File: src/rtl/pwm_pkg.sv
// Shared types and constants for the PWM duty stage.
// Optional dead-time feature is selected in the top via PWM_DEADTIME_EN.
package pwm_pkg;

    localparam int unsigned PWM_WIDTH = 7;
    localparam logic [PWM_WIDTH-1:0] DUTY_MAX = '1;

    // Pending duty buffer occupancy
    typedef enum logic {
        ST_EMPTY = 1'b0,
        ST_FULL  = 1'b1
    } buf_state_t;

endpackage

File: src/rtl/pwm_duty_stage_deadtime.sv
// Dead-time inserter: turns one raw PWM level into complementary outputs
// with a both-low gap of DEAD_CYCLES clocks after every raw edge.
module deadtime_inserter
    import pwm_pkg::*;
#(
    parameter int unsigned DEAD_CYCLES = 2
) (
    input  logic clk,
    input  logic reset,
    input  logic en,
    input  logic raw,
    output logic pwm,
    output logic pwm_n
);

    logic [3:0] cnt;
    logic       lvl;
    logic       idle;

    // idle marks "no valid level yet" so the first level after enable or
    // reset also waits out a full dead-time gap.
    always_ff @(posedge clk or posedge reset) begin
        if (reset) begin
            cnt   <= 4'(DEAD_CYCLES);
            lvl   <= 1'b0;
            idle  <= 1'b1;
            pwm   <= 1'b0;
            pwm_n <= 1'b0;
        end else if (!en) begin
            idle  <= 1'b1;
            pwm   <= 1'b0;
            pwm_n <= 1'b0;
        end else if (idle || (raw != lvl)) begin
            idle  <= 1'b0;
            lvl   <= raw;
            cnt   <= 4'(DEAD_CYCLES);
            pwm   <= 1'b0;
            pwm_n <= 1'b0;
        end else if (cnt > 4'd1) begin
            cnt <= cnt - 4'd1;
        end else begin
            cnt   <= '0;
            pwm   <= lvl;
            pwm_n <= !lvl;
        end
    end

endmodule

File: src/rtl/pwm_duty_stage.sv
// PWM compare stage fed by a down-counter, with a double-buffered duty value
// applied only at the 0 -> all-ones wrap. Define PWM_DEADTIME_EN for complementary outputs.
module pwm_duty_stage
    import pwm_pkg::*;
#(
    parameter int unsigned WIDTH       = PWM_WIDTH,
    parameter int unsigned DEAD_CYCLES = 2
) (
    input  logic             clk,
    input  logic             reset,
    input  logic             en,
    input  logic [WIDTH-1:0] count,
    input  logic [WIDTH-1:0] duty_in,
    input  logic             duty_valid,
    output logic             duty_ready,
    output logic             pwm_out,
    output logic             pwm_out_n,
    output logic             period_start
);

    localparam logic [WIDTH-1:0] MAX = '1;

    if ((DEAD_CYCLES < 1) || (DEAD_CYCLES > 15)) begin : g_dead_range
        $error("pwm_duty_stage: DEAD_CYCLES must be within 1..15");
    end

    buf_state_t       state, state_nx;
    logic [WIDTH-1:0] count_d;
    logic [WIDTH-1:0] pend_duty, pend_nx;
    logic [WIDTH-1:0] active_duty, active_nx;
    logic             wrap;
    logic             raw;
    logic             raw_g;

    // A reload that skips 0 never matches here, so only a true wrap counts.
    always_comb begin
        wrap = en && (count_d == '0) && (count == MAX);
    end

    always_comb begin
        state_nx  = state;
        pend_nx   = pend_duty;
        active_nx = active_duty;
        unique case (state)
            ST_EMPTY: begin
                if (duty_valid) begin
                    pend_nx  = duty_in;
                    state_nx = ST_FULL;
                end
            end
            ST_FULL: begin
                if (wrap) begin
                    active_nx = pend_duty;
                    state_nx  = ST_EMPTY;
                end
            end
        endcase
    end

    always_ff @(posedge clk or posedge reset) begin
        if (reset) begin
            state        <= ST_EMPTY;
            count_d      <= '1;
            pend_duty    <= '0;
            active_duty  <= '0;
            period_start <= 1'b0;
        end else begin
            state        <= state_nx;
            count_d      <= count;
            pend_duty    <= pend_nx;
            active_duty  <= active_nx;
            period_start <= wrap;
        end
    end

    always_comb begin
        duty_ready = (state == ST_EMPTY);
        raw        = (count < active_duty) || (active_duty == MAX);
        raw_g      = en && raw;
    end

`ifdef PWM_DEADTIME_EN
    deadtime_inserter #(
        .DEAD_CYCLES(DEAD_CYCLES)
    ) u_deadtime (
        .clk   (clk),
        .reset (reset),
        .en    (en),
        .raw   (raw_g),
        .pwm   (pwm_out),
        .pwm_n (pwm_out_n)
    );
`else
    always_ff @(posedge clk or posedge reset) begin
        if (reset) begin
            pwm_out <= 1'b0;
        end else begin
            pwm_out <= raw_g;
        end
    end

    always_comb begin
        pwm_out_n = 1'b0;
    end
`endif

endmodule

File: config.mk
export PLATFORM = sky130hd
export DESIGN_NAME = pwm_duty_stage
export DESIGN_NICKNAME = d
export VERILOG_FILES = /design/src/rtl/pwm_pkg.sv /design/src/rtl/pwm_duty_stage_deadtime.sv /design/src/rtl/pwm_duty_stage.sv
export SDC_FILE = /design/constraint.sdc
export NUM_CORES = 1
export LEC_CHECK = 0
export BUFFER_PORTS_ARGS = -buffer_cell sky130_fd_sc_hd__buf_2
export CORE_MARGIN = 2
export CORE_UTILIZATION = 52
export CTS_CLUSTER_DIAMETER = 80
export DETAILED_ROUTE_END_ITERATION = 8
export PLACE_DENSITY = 0.76
export SLEW_MARGIN = 20
export SYNTH_ARGS = -nofsm -noshare
export SYNTH_HDL_FRONTEND = slang
export SYNTH_SLANG_ARGS = --single-unit
File: constraint.sdc
create_clock -name clk -period 2.05 [get_ports clk]
set_input_delay 0.1025 -clock clk [delete_from_list [all_inputs] [get_ports clk]]
set_output_delay 0.1025 -clock clk [all_outputs]
set_load 0.05 [all_outputs]
### Word level (Yosys, flattened, before mapping)

Cells that the tools add are included.

| storage, ports and cells | value |
|---|---|
| register bits after elaboration | 24 |
| bits of input ports | 18 |
| output and inout bits | 4 |
| word-level logic and storage cells | 20 |

| operators by class | value |
|---|---|
| magnitude comparators | 1 |
| equal/unequal tests | 2 |
| mux-type cells | 3 |
| bitwise logic cells | 1 |
| reductions and logical operators | 7 |

Operator list:

| kind | count |
|---|---|
| equality test 7 bit (second input constant) | 2 |
| logical NOT 7 bit | 1 |
| less-than comparator 7 bit | 1 |
| AND reduction 2 bit | 2 |
| logical AND 1 bit | 3 |
| 2-to-1 mux 1 bit | 2 |
| one-hot mux 1 bit (2 select lines) | 1 |
| logical OR 1 bit | 1 |
| inverter 1 bit | 1 |

### Depth between registers and ports, before layout

| logic depth | value |
|---|---|
| depth in word-level cells | 5 |
| gate-level depth with buffers | 5 |
| mapped depth without buffers | 5 |

### Worst setup path before layout

OpenSTA, ideal clock, no wires.

| timing | value |
|---|---|
| path kind | reg2reg |
| from | register count_d[0] |
| to | register active_duty[0] |
| data arrival time | 1.484 ns |
| data required time | 1.925 ns |
| setup slack | 0.441 ns |
| cell stages (with the launch flop) | 6 |
| path buffers | 1 |
| cell sequence | dfstp_2 -> nor4b_2 -> nand4_1 -> or3_1 -> buf_6 -> mux2_4 |

| on the way | value |
|---|---|
| cells in the longest elaborated chain, start to end | 4 |

RTL lines:

| element | RTL line | RTL |
|---|---|---|
| start: declaration | pwm_duty_stage.sv:28 | `logic [WIDTH-1:0] count_d;` |
| start signal: assignment | pwm_duty_stage.sv:69 | `count_d <= count;` |
| logical NOT 7 bit | pwm_duty_stage.sv:37 | `wrap = en && (count_d == '0) && (count == MAX);` |
| logical AND 1 bit (2 in a row) | pwm_duty_stage.sv:37 |  |
| AND reduction 2 bit (no line) | -- |  |
| end signal: assignment | pwm_duty_stage.sv:71 | `active_duty <= active_nx;` |
| end: declaration | pwm_duty_stage.sv:30 | `logic [WIDTH-1:0] active_duty, active_nx;` |

No other way between the ends.
A chain may end at the register's enable or synchronous reset.

### Final worst setup path

Ends and elaborated chain as after synthesis.

==> impl_results.md <==
* Status: finished, final reports clean
* Max Root-Sink Buffers at 2
* Worst-skew pair later-pin latency at 0.31 ns
* Drt drc at 0
* Area grow syn2layout at 24.7%
* Cells after Synth at just over 80
* Share of cells above drive strength 1 at 0.400
* Routed wire length per instance at 13.5 um
* CTS Buf Count at 3
* Fin. max-slew vios at 0
* Sequential cell area at 609 um2
* DP Cell Count at 126
* Core box area at 0.00196 mm2
* # fillers at ~160
* Asr flop ratio synth at 1.00
* Leakage at roughly 0.64 nW
* Post-synthesis cell area at between 0.001 and 0.0015 mm2
* HPWL Detailed at about 1.4 mm
* Complex-gate fraction of the synthesized area at 0.0392
* Initial Utilization at 0.553
* Post-synthesis mux area share at 0.170
* Non-Filler Instances at 142
* Worst R2R Start: count_d[0]$_DFF_PP1_
* H-tree depth at 1
* R2R depth at 4
* Final instance area at 0.00135 mm2
* I/O Buffers at 20
* Total Power at 0.000852 W
* Seq pwr share at 0.605
* Yosys warning total at 0
* CP arrival at 2.06 ns
* Switching part of the total power at 0.224
* Worst Tran Pin Value at about 0.84 ns
* Boundary Pins at 22
* Clock-pin slew on the worst setup and hold paths at roughly 0.12 ns
* Post-Synth Simple-Gate Area at 0.105
* Post-synthesis register bit count at 24
* Inserted Diodes at 0
* Crit. End Element: flip-flop
* Final WL at 1.92 mm
* Period minus WS final at 1.85 ns
* Synth top area share at 0.392
* Reg-to-reg endpoint: active_duty[0]$_DFFE_PP0P_
* Syn Area/Cell at ~13 um2
* Hold_sp: duty_in[1]
* Vias per std cell at ~5.2
* Initial antenna violation count at 0
* Multi-input gate area at between 400 and 500 um2
* Synth Net Count at 106
* Area post-placement at 0.00120 mm2
* Global-route wire length before repair at 3.44 mm
* Final setup vio count at 0
* Max-slew headroom at 0.436
* DIE AREA at around 0.0025 mm2
* Hold Worst Slack at ~0.012 ns
* Adder-cell area share of the yosys netlist at 0.0692
* Clock root buffer: clkbuf_4
* Gr usage total at 0.190
* Vias at 743
* Post-synthesis xor/xnor area fraction at 0
* Cell variety after synth at 24
* P_sw at 0.000191 W
* Gpl congestion at 0.869
* Worst Hold Class: input pin to flip-flop
* TNS Setup at 0 ns
* Hold path depth at 2
* CP Class: flip-flop to flip-flop
* Drt first pass iters at 6
* Min-Delay Endpoint: pend_duty[1]$_DFFE_PP0P_
* FMAX at 541 MHz
* Max FO, Critical Path at 8
* Die height at 49.7 um
* Final ANT Viol Nets at 0
* Reg-to-reg slack, setup at 0.20 ns
* Primary FF master, synth: dfrtp_1
* Pint at 0.000661 W
* Setup crit start kind: flip-flop
* WP data required at about 2.3 ns
* Synth area leader: dfrtp_1
* Vias in the first global route at 788
* Initial drt markers at 7
* Row cnt at 16
* Number of flops mapped to enable cells by yosys at 0
* Largest net degree at the start of global routing at 25
* Clk pwr share at 0.286
* PD cells at 630 mW/mm2
* Setup Fix Bufs, Post-CTS at 0
* Comb pwr share at 0.109
* RSZ-0062 raised after global routing: no
* Clk sinks at 24
* Total grt overflow at 0
* Final worst-path cycle share at 0.902
* Max VDD drop at 0.000472 V
* Sequential share of the synthesized area at 0.562
* Die X at 49.7 um
* Final nets at 140
* Final hold violation count at 0
* MaxCap Viol Count at 0
* CTS tree: done
* Ranking of synthesized cells by area: dfrtp_1, dfstp_2, mux2_4
* Clock skew at 0.00167 ns
* Largest family of logic cells by synthesized area: multiplexers
## layer usage
| layer | part of all wire | track usage |
|---|---|---|
| met5 | 0 | 0 |
| met1 | 0.44 | 0.245 |
| met4 | 0.021 | 0.102 |
| met2 | 0.49 | 0.300 |
| met3 | 0.051 | 0.0394 |
## cells by family (layout without fill, tap and decap cells)
family,after synthesis,in the layout
AO/OA/AOI/OAI,6,6
adder cells (fa/ha/maj),6,6
buffers and inverters,12,45
flip-flops,24,24
multiplexers,14,14
other,1,1
AND/OR/NAND/NOR,19,19
## power by group through the flow
stage	logic, W	clock network [W]	registers [W]
after global routing	0.000104	0.000270	0.000518
after floorplan	0.0000424	0	0.000525
final	0.0000929	0.000244	0.000515
after global placement	0.0000723	0	0.000523
after detailed placement	0.0000752	0	0.000524
after CTS	0.0000886	0.000249	0.000515
## critical path, cell delays in order, from the launching register on
cell and delay [ns]:
dfstp_2 0.39, nor4b_2 0.28, nand4_1 0.14, or3_1 0.57, mux2_4 0.37
## cell usage after synthesis, types with 2 or more instances
cell / number
a211oi_1: 2
ha_1: 6
nand3_1: 2
dfrtp_1: 17
nand4_1: 6
inv_1: 9
dfstp_2: 7
mux2_4: 7
nor2_1: 5
mux2_2: 7
## through the flow
| step | worst slack, ns | util |
|---|---|---|
| 3_3_place_gp | 0.302 | 0.610 |
| 5_1_grt | 0.113 | 0.689 |
| 6_report | 0.200 | 0.689 |
| 3_5_place_dp | 0.215 | 0.610 |
| 4_1_cts | 0.180 | 0.674 |
| 2_1_floorplan | 0.441 | - |
## worst max path at each step
stage                              start                          to  slack, ns  depth (start not counted)
floorplan           count_d[0]$_DFF_PP1_  active_duty[0]$_DFFE_PP0P_       0.44                          5
global placement    count_d[0]$_DFF_PP1_  active_duty[6]$_DFFE_PP0P_       0.30                          4
detailed placement  count_d[0]$_DFF_PP1_  active_duty[0]$_DFFE_PP0P_       0.22                          4
CTS                 count_d[0]$_DFF_PP1_  active_duty[0]$_DFFE_PP0P_       0.18                          4
global route        count_d[0]$_DFF_PP1_  active_duty[0]$_DFFE_PP0P_       0.11                          4
finish              count_d[0]$_DFF_PP1_  active_duty[0]$_DFFE_PP0P_       0.20                          4
## placed cells by master (no fill, tap or decap), drive strengths merged
cell / netlist / final
nand3: 2 / 2
nor4b: 2 / 2
o311ai: 1 / 1
nor2b: 1 / 1
nor3: 1 / 1
o22ai: 1 / 1
inv: 9 / 9
a211oi: 2 / 2
dfstp: 7 / 7
mux2: 14 / 14
nor2: 5 / 5
o21a: 1 / 1
buf: 2 / 20
dfrtp: 17 / 17
ha: 6 / 6
conb: 1 / 1
nand4: 6 / 6
nand2b: 1 / 1
or3: 1 / 1
o21ai: 1 / 1
dlygate4sd3: 0 / 12
clkbuf: 1 / 4
## registers in the layout, indices dropped and copies added, names as in the netlist
signal,flops
state,1
active_duty,7
pend_duty,7
pwm_out,1
period_start,1
count_d,7
## final cells by class
type,count,share of cell area
Clock buffer,4,0.0268
Inverter,9,0.0250
Multi-Input combinational cell,46,0.310
Sequential cell,24,0.451
Tap cell,27,0.0250
Timing Repair Buffer,32,0.163
## repair_timing
action	CTS	global route
resized for setup	0	0
hold buffers	9	3
hold endpoints to repair	25	3
Power figures use the tool's default switching activity.
